<file path="src/rtl/ysyx_23060072_if_prefetch.sv">
// ---------------------------------------------------------------------------
// ysyx_23060072_if_prefetch
// Instruction prefetch stage for the rv32e core. Issues sequential fetch
// requests to imem, tags them with their PC, buffers {pc, inst} pairs in a
// small FIFO and hands them to decode over valid/ready. A redirect from
// execute flushes the FIFO and discards responses still in flight.
//
// Ports:
//   clk, rst                        core clock, async active-high reset
//   imem_req_valid/ready/addr       fetch request channel (addr word aligned)
//   imem_resp_valid/data            in-order fetch response channel
//   redirect_valid/pc               branch/jump redirect from execute
//   id_valid/ready/pc/inst          decode handshake, head of FIFO
//   fifo_count                      FIFO occupancy (debug/perf)
//
// Optional macro YSYX_23060072_PREFETCH_BYPASS_EN: a live response arriving
// while the FIFO is empty and decode is ready goes straight to id_* in the
// same cycle instead of being written into the FIFO.
// ---------------------------------------------------------------------------
module ysyx_23060072_if_prefetch #(
  parameter int unsigned DEPTH           = 4,
  parameter int unsigned MAX_OUTSTANDING = 2,
  parameter logic [31:0] RESET_PC        = 32'h8000_0000
) (
  input  logic                     clk,
  input  logic                     rst,
  output logic                     imem_req_valid,
  input  logic                     imem_req_ready,
  output logic [31:0]              imem_req_addr,
  input  logic                     imem_resp_valid,
  input  logic [31:0]              imem_resp_data,
  input  logic                     redirect_valid,
  input  logic [31:0]              redirect_pc,
  output logic                     id_valid,
  input  logic                     id_ready,
  output logic [31:0]              id_pc,
  output logic [31:0]              id_inst,
  output logic [$clog2(DEPTH):0]   fifo_count
);

  localparam int unsigned AW = $clog2(DEPTH);
  localparam int unsigned CW = AW + 1;
  localparam int unsigned TW = (MAX_OUTSTANDING > 1) ? $clog2(MAX_OUTSTANDING) : 1;
  localparam int unsigned OW = $clog2(MAX_OUTSTANDING + 1);

  logic [31:0]   r_fetch_pc;
  logic [OW-1:0] r_outstanding;
  logic [OW-1:0] r_drop_cnt;

  logic [31:0]   r_tag_q [MAX_OUTSTANDING];
  logic [TW-1:0] r_tag_wptr;
  logic [TW-1:0] r_tag_rptr;

  logic [31:0]   r_fifo_pc   [DEPTH];
  logic [31:0]   r_fifo_inst [DEPTH];
  logic [AW-1:0] r_wptr;
  logic [AW-1:0] r_rptr;
  logic [CW-1:0] r_count;

  logic          w_req_fire;
  logic          w_resp_live;
  logic          w_fifo_empty;
  logic          w_bypass;
  logic          w_push;
  logic          w_pop;
  logic [31:0]   w_tag_head;
  logic          w_unused_rpc;

  // Tag queue pointer advance; MAX_OUTSTANDING need not be a power of two.
  function automatic logic [TW-1:0] tag_next(input logic [TW-1:0] p);
    return (32'(p) == MAX_OUTSTANDING - 1) ? '0 : p + TW'(1);
  endfunction

  assign w_unused_rpc = ^redirect_pc[1:0];
  assign w_tag_head   = r_tag_q[r_tag_rptr];
  assign w_req_fire   = imem_req_valid && imem_req_ready;
  assign w_resp_live  = imem_resp_valid && (r_drop_cnt == '0);
  assign w_fifo_empty = (r_count == '0);

`ifdef YSYX_23060072_PREFETCH_BYPASS_EN
  assign w_bypass = !rst && w_fifo_empty && w_resp_live && id_ready && !redirect_valid;
`else
  assign w_bypass = 1'b0;
`endif

  // A redirect discards both the same-cycle push and pop.
  assign w_push = w_resp_live && !redirect_valid && !w_bypass;
  assign w_pop  = !w_fifo_empty && !redirect_valid && id_ready;

  assign imem_req_addr = r_fetch_pc;
  assign fifo_count    = r_count;

  // Request credit and decode-side presentation.
  always_comb begin
    imem_req_valid = !rst && !redirect_valid
                     && (32'(r_outstanding) < MAX_OUTSTANDING)
                     && ((32'(r_count) + 32'(r_outstanding) - 32'(r_drop_cnt)) < DEPTH);
    id_valid       = !w_fifo_empty && !redirect_valid;
    id_pc          = w_fifo_empty ? '0 : r_fifo_pc[r_rptr];
    id_inst        = w_fifo_empty ? '0 : r_fifo_inst[r_rptr];
    if (w_bypass) begin
      id_valid = 1'b1;
      id_pc    = w_tag_head;
      id_inst  = imem_resp_data;
    end
  end

  // Fetch PC, in-flight and drop accounting.
  always_ff @(posedge clk or posedge rst) begin
    if (rst) begin
      r_fetch_pc    <= RESET_PC;
      r_outstanding <= '0;
      r_drop_cnt    <= '0;
    end else begin
      if (redirect_valid) begin
        r_fetch_pc <= {redirect_pc[31:2], 2'b00};
        // Everything still in flight after this cycle's response is stale.
        r_drop_cnt <= r_outstanding - OW'(imem_resp_valid);
      end else begin
        if (w_req_fire) begin
          r_fetch_pc <= r_fetch_pc + 32'd4;
        end
        if (imem_resp_valid && (r_drop_cnt != '0)) begin
          r_drop_cnt <= r_drop_cnt - OW'(1);
        end
      end
      r_outstanding <= r_outstanding + OW'(w_req_fire) - OW'(imem_resp_valid);
    end
  end

  // Tag queue pointers; entries survive redirects so stale responses still pop.
  always_ff @(posedge clk or posedge rst) begin
    if (rst) begin
      r_tag_wptr <= '0;
      r_tag_rptr <= '0;
    end else begin
      if (w_req_fire) begin
        r_tag_wptr <= tag_next(r_tag_wptr);
      end
      if (imem_resp_valid) begin
        r_tag_rptr <= tag_next(r_tag_rptr);
      end
    end
  end

  // Tag queue storage.
  always_ff @(posedge clk) begin
    if (w_req_fire) begin
      r_tag_q[r_tag_wptr] <= r_fetch_pc;
    end
  end

  // FIFO pointers and occupancy.
  always_ff @(posedge clk or posedge rst) begin
    if (rst) begin
      r_wptr  <= '0;
      r_rptr  <= '0;
      r_count <= '0;
    end else if (redirect_valid) begin
      r_wptr  <= '0;
      r_rptr  <= '0;
      r_count <= '0;
    end else begin
      if (w_push) begin
        r_wptr <= r_wptr + AW'(1);
      end
      if (w_pop) begin
        r_rptr <= r_rptr + AW'(1);
      end
      r_count <= r_count + CW'(w_push) - CW'(w_pop);
    end
  end

  // FIFO storage.
  always_ff @(posedge clk) begin
    if (w_push) begin
      r_fifo_pc[r_wptr]   <= w_tag_head;
      r_fifo_inst[r_wptr] <= imem_resp_data;
    end
  end

`ifndef SYNTHESIS
  always_ff @(posedge clk) begin
    if (!rst) begin
      assert (!(imem_resp_valid && (r_outstanding == '0)));
      assert (!(w_push && !w_pop && (32'(r_count) == DEPTH)));
    end
  end
`endif

endmodule
</file>
<file path="config.mk">
export PLATFORM = sky130hd
export DESIGN_NAME = ysyx_23060072_if_prefetch
export DESIGN_NICKNAME = d
export VERILOG_FILES = /design/src/rtl/ysyx_23060072_if_prefetch.sv
export SDC_FILE = /design/constraint.sdc
export NUM_CORES = 1
export LEC_CHECK = 0
export BUFFER_PORTS_ARGS = -buffer_cell sky130_fd_sc_hd__buf_4
export CORE_MARGIN = 2
export CORE_UTILIZATION = 35
export CTS_CLUSTER_SIZE = 10
export DETAILED_ROUTE_END_ITERATION = 12
export GPL_TIMING_DRIVEN = 0
export SYNTH_ARGS = -nofsm -noshare
export SYNTH_HDL_FRONTEND = slang
export SYNTH_SLANG_ARGS = --single-unit
</file>
<file path="constraint.sdc">
create_clock -name clk -period 4.1 [get_ports clk]
set_input_delay 0.205 -clock clk [delete_from_list [all_inputs] [get_ports clk]]
set_output_delay 0.205 -clock clk [all_outputs]
set_load 0.05 [all_outputs]
</file>
==> flow_summary.json, run 1 <==
{
  "maxCapViolCount": 0,
  "period_share_pct": 93.7,
  "fin_util_pct": 45.0,
  "syn_area_mm2": 0.0145,
  "grt_use_total_pct": 16.1,
  "path_buf_inv": 5,
  "core_mm2": 0.0408,
  "clock_path_buffers": 3,
  "rsz0062_at_grt": "no",
  "layout-drive-gt1-share_pct": 31.2,
  "p_int_w": 0.00761,
  "cp_cell_sequence": "inv_1 -> fa_1 -> inv_1 -> ha_1 -> and3b_1 -> or4_1 -> a21oi_4 -> inv_2 -> clkbuf_8 -> ha_1 -> inv_1 -> ha_1 -> xnor2_1 -> xnor2_1",
  "tightest_slew_ps": 1020,
  "hold_path.startpoint": "redirect_pc[30]",
  "max_stage_delay_ps": 610,
  "postCtsSetupBuffers": 0,
  "grt_overflow": 0,
  "syn_avg_cell_area_um2": 17.8,
  "syn-instance-count": 810,
  "status": "finished, final reports clean",
  "critPathMaxFanout": 11,
  "routedWlPerCell_um": 21.0,
  "cts_sinks": 351,
  "worstPathRequired_ps": 4500,
  "setup_viol": 0,
  "initial_utilization_pct": 35.4,
  "powerDensity_mw_per_mm2": 640,
  "dp_hpwl_um": 22400,
  "ff_latch_area_mm2": 0.0103,
  "fp.dieArea_mm2": 0.0429,
  "portBuffers": 164,
  "antenna_found_initial": 0,
  "clkPwrFrac_pct": 28.2,
  "layout_common_cells": "edfxtp_1, buf_4, and2_1, mux4_2, dlygate4sd3_1",
  "hold_path_class": "in2reg",
  "drt-vias-per-instance": 5.02,
  "yosys.area.top_type": "edfxtp_1",
  "fin_ws_ps": 258,
  "drc": 0,
  "rows": 74,
  "die_y_um": 207,
  "slew_headroom_pct": 32.3,
  "swShare_pct": 35.2,
  "cts_tree": "done",
  "crit_start": "fifo_count[1]",
  "yosysWarnings": 0,
  "gp_congestion": 0.827,
  "clk_latency_ps": 550,
  "fin_crit_ps": 3840,
  "die-width_um": 207,
  "fmax_ghz": 0.260,
  "r2r_start": "fifo_count[1]",
  "htreeDepth": 2,
  "synth_edf_count": 308,
  "setup_tns_ps": 0,
  "switching_power_w": 0.00414,
  "grt_pass1_vias": 8550,
  "synth.distinct_cells": 60,
  "slew_viol_final": 0,
  "clk_pin_slew_ps": 60,
  "cp-start-kind": "flop",
  "crit_family": "adder cells",
  "seqPwrFrac_pct": 37.7,
  "power_leakage_nw": 6.45,
  "io_pins": 171,
  "synth_ff_type": "edfxtp_1",
  "worstPathArrival_ps": 4250,
  "critPathSlowestCell": "or4_1",
  "ctsRootBufferMaster": "clkbuf_16",
  "ir_drop_mv": 0.326,
  "fill_cells": 3594,
  "dpl_worst_slack_ps": -259,
  "final_nets": 1176,
  "r2r_slack_ps": 260,
  "grt_pass1_wl_um": 52800,
  "fin_skew_ps": 30.6,
  "yosysTopAreaCellShare_pct": 64.0,
  "area_growth_pct": 27.1,
  "end_kind": "flop",
  "drt_iter0_drc": 567,
  "vias": 8276,
  "diodes": 0,
  "detail-route-antenna-nets": 0,
  "firstDrtPassIters": 5,
  "hold_viol": 0,
  "combPwrFrac_pct": 34.0,
  "wl_um": 34600,
  "cts_buffers": 42,
  "synthTopCellsByArea": "edfxtp_1, mux4_2, dfrtp_1, and2_1, mux2_2",
  "ys_seq_area_share_pct": 71.5,
  "async_reset_ff_share_pct": 12.3,
  "critPathKind": "reg2reg",
  "mostFrequentLayoutCell": "edfxtp_1",
  "grt_max_degree": 49,
  "multi_input_area_mm2": 0.00386,
  "ys_seq_elements": 351
}
-- cells by family (layout without fill, tap and decap cells) --
logic type	Yosys count	count (layout)	share of synthesized area [%]
AND/OR/NAND/NOR	185	186	7.33
multiplexers	111	111	13.4
flip-flops	351	351	71.5
AO/OA/AOI/OAI	66	66	3.40
XOR/XNOR	11	11	0.667
other	1	4	0.0260
adder cells (fa/ha/maj)	17	17	1.58
buffers and inverters	68	371	2.16
-- final timing paths --
kind | endpoint | cells past startpoint
setup / recovery | r_outstanding[1] | 14
hold / removal | imem_req_addr[30] | 4
setup reg to reg | r_outstanding[1] | 14
hold reg to reg | r_outstanding[0] | 1
max in group asynchronous | imem_req_addr[31] | 4
min in group asynchronous | fifo_count[2] | 3
-- area by class of cell --
cell class | instances | area share (%)
Buffer | 41 | 1.15
Clock buffer | 65 | 6.36
Clock inverter | 7 | 0.279
Inverter | 27 | 0.552
Multi-Input combinational cell | 395 | 21.0
Sequential cell | 351 | 56.2
Tap cell | 532 | 3.62
Timing Repair Buffer | 231 | 10.8
-- power by group through the flow --
| stage | clock network [W] | logic [W] | registers, W |
|---|---|---|---|
| 2_1_floorplan | 0 | 0.00261 | 0.00460 |
| 6_report | 0.00332 | 0.00400 | 0.00444 |
| 4_1_cts | 0.00341 | 0.00408 | 0.00443 |
| 3_5_place_dp | 0 | 0.00402 | 0.00450 |
| 5_1_grt | 0.00355 | 0.00427 | 0.00446 |
| 3_3_place_gp | 0 | 0.00396 | 0.00450 |
-- layer usage --
metal  vias to the layer above  wire (µm)  track usage, %
met3                        52       1720            2.61
li1                       3750          -               -
met4                         0        735            4.36
met2                       265      16700            26.8
met5                         -          0               0
met1                      4209      15500            22.1
-- worst reg2reg max path, delay by kind of cell, from the launching register on --
family	cells	cell delay, ps
fa+ha+maj	4	1280
flops	1	420
buf+inv	5	530
simple gates	2	810
xor+xnor	2	250
compound gates	1	440
-- Yosys cell counts, types with 2 or more instances --
library cell / count
ha_1: 15
mux4_2: 62
nor2b_1: 2
a21o_1: 9
a221o_1: 9
or4_1: 3
xnor2_1: 7
buf_1: 13
o211ai_1: 3
or3_1: 6
inv_1: 26
clkbuf_8: 3
a31oi_1: 3
fa_1: 2
and3_1: 2
nand3_1: 23
o21a_1: 2
o21ai_0: 14
xor2_1: 4
or4_4: 3
nor3_1: 13
a32oi_1: 2
a21oi_1: 5
nand4_2: 2
buf_4: 5
or2_2: 3
mux2i_1: 13
nand2_1: 29
edfxtp_1: 308
clkbuf_1: 18
and4_1: 3
nand4_1: 5
dfrtp_1: 42
o31a_1: 2
nor2_1: 11
o31ai_1: 3
mux2_2: 36
o41ai_1: 4
and2_1: 70
nor4_1: 5
-- metrics by stage --
stage	hold WS [ps]	instance area (µm²)	std cells	power, W
2_1_floorplan	292	14500	813	0.00721
6_report	34.7	18400	1649	0.0118
5_1_grt	35.8	18400	1649	0.0123
3_5_place_dp	263	16500	1514	0.00851
4_1_cts	13.4	18400	1649	0.0119
3_3_place_gp	406	16400	1509	0.00847
-- timing repair --
item                                    CTS  global route
resized for setup                         2             1
hold buffers                             62             0
pin swaps                                 1             0
endpoints found under the hold margin   175             0
gates cloned                              1             0
endpoints found under the setup margin   60            61
-- registers in the layout, summed over array words and instances, names as in the netlist --
signal and cells:
r_fifo_pc 120, r_rptr 2, fifo_count 3, r_tag_rptr 1, r_outstanding 2, r_wptr 2, r_fifo_inst 128, imem_req_addr 30
r_drop_cnt 2, r_tag_q 60, r_tag_wptr 1
Power figures use the tool's default switching activity.
==> inputs of run 2 (changes only) <==
--- a/config.mk
+++ b/config.mk
@@ -5,11 +5,11 @@
 export SDC_FILE = /design/constraint.sdc
 export NUM_CORES = 1
 export LEC_CHECK = 0
-export BUFFER_PORTS_ARGS = -buffer_cell sky130_fd_sc_hd__buf_4
 export CORE_MARGIN = 2
 export CORE_UTILIZATION = 35
 export CTS_CLUSTER_SIZE = 10
 export DETAILED_ROUTE_END_ITERATION = 12
+export DONT_BUFFER_PORTS = 1
 export GPL_TIMING_DRIVEN = 0
 export SYNTH_ARGS = -nofsm -noshare
 export SYNTH_HDL_FRONTEND = slang
==> flow_summary.json, run 2 (synthesis results as in run 1) <==
{
  "status": "finished, final reports clean",
  "cp.depth": 10,
  "reg2reg_depth": 10,
  "hold_viol": 0,
  "dp_cells": 1350,
  "crit_family": "simple AND/OR/NAND/NOR gates",
  "wl_um": 33500,
  "layout-drive-gt1-share_pct": 20.2,
  "mostFrequentLayoutCell": "edfxtp_1",
  "fin_crit_ps": 3820,
  "detail-route-antenna-nets": 0,
  "drt_iter0_drc": 496,
  "top_regs": "r_fifo_inst (128), r_fifo_pc (120), r_tag_q (60)",
  "gp_congestion": 0.829,
  "hold_path_class": "in2reg",
  "critPathMaxFanout": 30,
  "htreeDepth": 2,
  "cts_sinks": 351,
  "io_pins": 171,
  "final_nets": 1023,
  "fill_cells": 3635,
  "drt-vias-per-instance": 5.15,
  "tightest_slew_ps": 995,
  "routedWlPerCell_um": 22.4,
  "fmax_ghz": 0.262,
  "r2r_start": "fifo_count[1]",
  "end_kind": "flop",
  "setup_viol": 0,
  "hold_path.startpoint": "imem_req_ready",
  "crit_start": "fifo_count[1]",
  "cp-start-kind": "flop",
  "core_mm2": 0.0408,
  "cts_tree": "done",
  "critPathKind": "reg2reg",
  "grt_pass1_vias": 7941,
  "maxCapViolCount": 0,
  "cts_buffers": 43,
  "portBuffers": 0,
  "antenna_found_initial": 2,
  "ff_latch_area_mm2": 0.0103,
  "grt_pass1_wl_um": 50600,
  "clk_latency_ps": 550,
  "max_stage_delay_ps": 620,
  "die_y_um": 207,
  "clock_path_buffers": 3,
  "critPathSlowestCell": "or4_1",
  "fin_area_mm2": 0.0173,
  "layout_common_cells": "edfxtp_1, and2_1, dlygate4sd3_1, mux4_2, clkbuf_16",
  "worstPathRequired_ps": 4290,
  "period_share_pct": 93.2,
  "worstPathArrival_ps": 4010,
  "cp_common_cell": "inv_1",
  "cp_cell_sequence": "inv_1 -> fa_1 -> inv_1 -> ha_1 -> and3b_1 -> or4_1 -> a21oi_4 -> buf_4 -> clkbuf_8 -> and2_4",
  "fin_skew_ps": 16.4,
  "initial_utilization_pct": 35.4,
  "grt_max_degree": 52,
  "clk_pin_slew_ps": 60,
  "area_growth_pct": 19.8,
  "powerDensity_mw_per_mm2": 654,
  "dp_hpwl_um": 21400,
  "multi_input_area_mm2": 0.00386,
  "vias": 7697,
  "slew_viol_final": 0,
  "final_cells": 1496,
  "whs_path_depth": 3,
  "fp.dieArea_mm2": 0.0429,
  "slew_headroom_pct": 33.6,
  "placed_area_mm2": 0.0153,
  "setup_tns_ps": 0,
  "grt_overflow": 0,
  "drc": 0,
  "regMostFlops": "r_fifo_inst",
  "ir_drop_mv": 0.254,
  "fin_util_pct": 42.4,
  "die-width_um": 207,
  "largest_reg_flops": 128,
  "rsz0062_at_grt": "no",
  "rows": 74,
  "path_buf_inv": 4,
  "firstDrtPassIters": 5,
  "ctsRootBufferMaster": "clkbuf_16",
  "power_leakage_nw": 5.71,
  "grt_use_total_pct": 15.7
}
## run 2: cell count changes in the layout (fill, tap and decap cells not counted), moves of 2 or more
| cell | before | now |
|---|---|---|
| buf_12 | 1 | 4 |
| buf_4 | 169 | 9 |
| dlygate4sd3_1 | 62 | 65 |
| clkbuf_16 | 42 | 45 |
| clkbuf_8 | 6 | 4 |
| diode_2 | 0 | 2 |
## run 2: path summary, 6_finish.rpt
kind | slack [ps] | end
max in group asynchronous | 3450 | imem_req_addr[7]
worst max-delay path | 280 | r_tag_q[1][17]
worst min-delay path | 80 | imem_req_addr[19]
worst min register to register | 530 | r_outstanding[0]
worst max register to register | 280 | r_tag_q[1][17]
min in group asynchronous | 130 | imem_req_addr[26]
## run 2: area by class of cell
type | count | share of cell area [%]
clock inverters | 6 | 0.325
plain buffers | 41 | 1.22
inverters | 27 | 0.585
repair buffers | 77 | 5.03
well taps | 532 | 3.84
diodes | 2 | 0.0289
flip-flops and latches | 351 | 59.6
multi-input cells | 395 | 22.3
clock buffers | 65 | 7.00
## run 2: stage by stage
stage,total power [W],hold WS [ps],setup WS [ps]
finish,0.0113,83.4,279
CTS,0.0115,33.2,61.2
detailed placement,0.00790,111,-550
global route,0.0119,102,90.3
global placement,0.00785,298,-562
floorplan,0.00721,292,239
## run 2: metal layers
layer | track usage [%] | up-vias | share of wire (%)
met2 | 25.4 | 246 | 49
met5 | 0 | - | 0
met4 | 4.24 | 0 | 1.9
met3 | 4.62 | 47 | 6.9
li1 | - | 3451 | -
met1 | 20.7 | 3953 | 43
## run 2: timing repair
action                                  4_1_cts  5_1_grt
pin swaps                                     2        1
gates cloned                                  1        0
gates resized for setup                       4        1
hold buffers                                 65        0
endpoints found under the setup margin       63        2
endpoints found under the hold margin       209        0
buffers inserted                              5        2
## run 2: worst min-delay path, cell delays in order
cell      delay [ps]
nand3_1          140
a2111o_1         160
o211ai_1          80
## run 2: power by group
group	total, W	internal (W)	switching (W)
logic	0.00326	0.000961	0.00230
clock network	0.00345	0.00208	0.00137
registers	0.00461	0.00424	0.000377
==> inputs of run 3 (changes only) <==
--- a/config.mk
+++ b/config.mk
@@ -7,6 +7,7 @@
 export LEC_CHECK = 0
 export CORE_MARGIN = 2
 export CORE_UTILIZATION = 35
+export CTS_BUF_LIST = sky130_fd_sc_hd__clkbuf_8
 export CTS_CLUSTER_SIZE = 10
 export DETAILED_ROUTE_END_ITERATION = 12
 export DONT_BUFFER_PORTS = 1
==> flow_summary.json, run 3 (synthesis results as in run 1) <==
{
  "r2r_start": "fifo_count[1]",
  "ff_latch_area_mm2": 0.0103,
  "cp_common_cell": "inv_1",
  "multi_input_area_mm2": 0.00387,
  "critPathMaxFanout": 10,
  "r2r_slack_ps": 160,
  "vias": 7812,
  "fp.dieArea_mm2": 0.0429,
  "fin_ws_ps": 163,
  "tightest_slew_ps": 1010,
  "cts_buffers": 60,
  "r2r-end": "imem_req_addr[10]",
  "max_stage_delay_ps": 580,
  "clk_latency_ps": 640,
  "worstPathRequired_ps": 4610,
  "drc": 0,
  "reg2reg_depth": 12,
  "hold_viol": 0,
  "slew_headroom_pct": 32.7,
  "swShare_pct": 36.6,
  "placed_area_mm2": 0.0153,
  "fmax_ghz": 0.254,
  "critPathSlowestCell": "o21ai_0",
  "end_kind": "flop",
  "power_leakage_nw": 5.83,
  "drt-vias-per-instance": 5.07,
  "combPwrFrac_pct": 29.3,
  "seqPwrFrac_pct": 41.4,
  "cp_cell_sequence": "inv_1 -> fa_1 -> inv_1 -> ha_1 -> and3b_1 -> o21ai_0 -> a21oi_4 -> inv_2 -> buf_2 -> o31ai_1 -> a21o_1 -> dlygate4sd3_1",
  "maxCapViolCount": 0,
  "critPathKind": "reg2reg",
  "grt_max_degree": 52,
  "final_cells": 1541,
  "portBuffers": 0,
  "powerDensity_mw_per_mm2": 642,
  "clk_pin_slew_ps": 60,
  "clkPwrFrac_pct": 29.3,
  "gp_congestion": 0.829,
  "rows": 74,
  "setup_viol": 0,
  "status": "finished, final reports clean",
  "area_growth_pct": 20.0,
  "crit_family": "buffers and inverters",
  "dpl_worst_slack_ps": -550,
  "layout-drive-gt1-share_pct": 22.7,
  "grt_pass1_vias": 8110,
  "top_regs": "r_fifo_inst (128), r_fifo_pc (120), r_tag_q (60)",
  "ir_drop_mv": 0.347,
  "antenna_found_initial": 2,
  "firstDrtPassIters": 5,
  "grt_pass1_wl_um": 50700,
  "worstPathArrival_ps": 4440,
  "cp-start-kind": "flop",
  "dp_cells": 1350,
  "fin_crit_ps": 3940,
  "io_pins": 171,
  "die-width_um": 207,
  "cts_sinks": 351,
  "htreeDepth": 2,
  "switching_power_w": 0.00408,
  "routedWlPerCell_um": 21.9,
  "final_nets": 1044,
  "fin_skew_ps": 29.6,
  "fill_cells": 3655,
  "drt_iter0_drc": 493,
  "ctsRootBufferMaster": "clkbuf_8",
  "mostFrequentLayoutCell": "edfxtp_1",
  "rsz0062_at_grt": "no",
  "fin_area_mm2": 0.0173,
  "cts_tree": "done",
  "whs_ps": 55.1,
  "path_buf_inv": 5,
  "largest_reg_flops": 128,
  "wl_um": 33700,
  "regMostFlops": "r_fifo_inst",
  "grt_use_total_pct": 15.7,
  "p_int_w": 0.00706,
  "slew_viol_final": 0,
  "grt_overflow": 0,
  "dp_hpwl_um": 21400,
  "hold_path_class": "in2async",
  "core_mm2": 0.0408,
  "initial_utilization_pct": 35.4,
  "fin_total_pwr_w": 0.0111,
  "detail-route-antenna-nets": 0,
  "period_share_pct": 96.0,
  "layout_common_cells": "edfxtp_1, dlygate4sd3_1, clkbuf_8, and2_1, mux4_2",
  "clock_path_buffers": 3,
  "die_y_um": 207
}
[run 3: changes by cell type in the layout (fill, tap and decap cells not counted), sizes merged]
cell / previous run / this run
inv: 28 / 45
dlygate4sd3: 65 / 71
bufinv: 1 / 6
buf: 32 / 30
clkinvlp: 0 / 2
clkinv: 4 / 20
clkbuf: 86 / 87
[run 3: power by group through the flow]
stage          logic (W)  registers, W  clock network [W]
3_5_place_dp     0.00323       0.00468                  0
2_1_floorplan    0.00261       0.00460                  0
4_1_cts          0.00333       0.00461            0.00338
3_3_place_gp     0.00317       0.00469                  0
6_report         0.00326       0.00461            0.00326
5_1_grt          0.00350       0.00464            0.00354
[run 3: per-stage QoR]
step / util [%] / TNS (ps)
4_1_cts: 42.4 / 0
5_1_grt: 42.5 / 0
6_report: 42.5 / 0
3_3_place_gp: 37.1 / -82820
3_5_place_dp: 37.4 / -29880
2_1_floorplan: - / 0
[run 3: timing repair]
action / CTS / global route
gates cloned: 1 / 0
pin swaps: 1 / 1
endpoints found under the hold margin: 210 / 0
hold buffers: 71 / 0
setup buffers: 2 / 3
gates resized for setup: 5 / 1
endpoints found under the setup margin: 63 / 17
[run 3: final cells by class]
cell class	count	share of cell area [%]
diodes	2	0.0289
clock inverters	46	2.03
repair buffers	81	5.21
inverters	27	0.584
flip-flops and latches	351	59.5
well taps	532	3.84
multi-input cells	395	22.3
clock buffers	66	5.24
plain buffers	41	1.22
[run 3: worst max path at each step]
stage               slack [ps]           from  cells after the start           endpoint
floorplan                  240  fifo_count[1]                     10     r_tag_q[0][10]
global placement          -560  fifo_count[1]                     10     r_tag_q[0][19]
detailed placement        -550  fifo_count[1]                     10     r_tag_q[0][19]
CTS                         20  fifo_count[1]                     12  imem_req_addr[10]
global route                40  fifo_count[1]                     12  imem_req_addr[10]
finish                     160  fifo_count[1]                     12  imem_req_addr[10]
[run 3: per-layer routing]
layer  GRT usage, %  routed length, µm  up-vias
met3           4.11               2290       68
met2           25.3              16100      278
met4           5.79                904        0
met1           20.6              14400     3967
met5              0                  0        -
li1               -                  -     3499
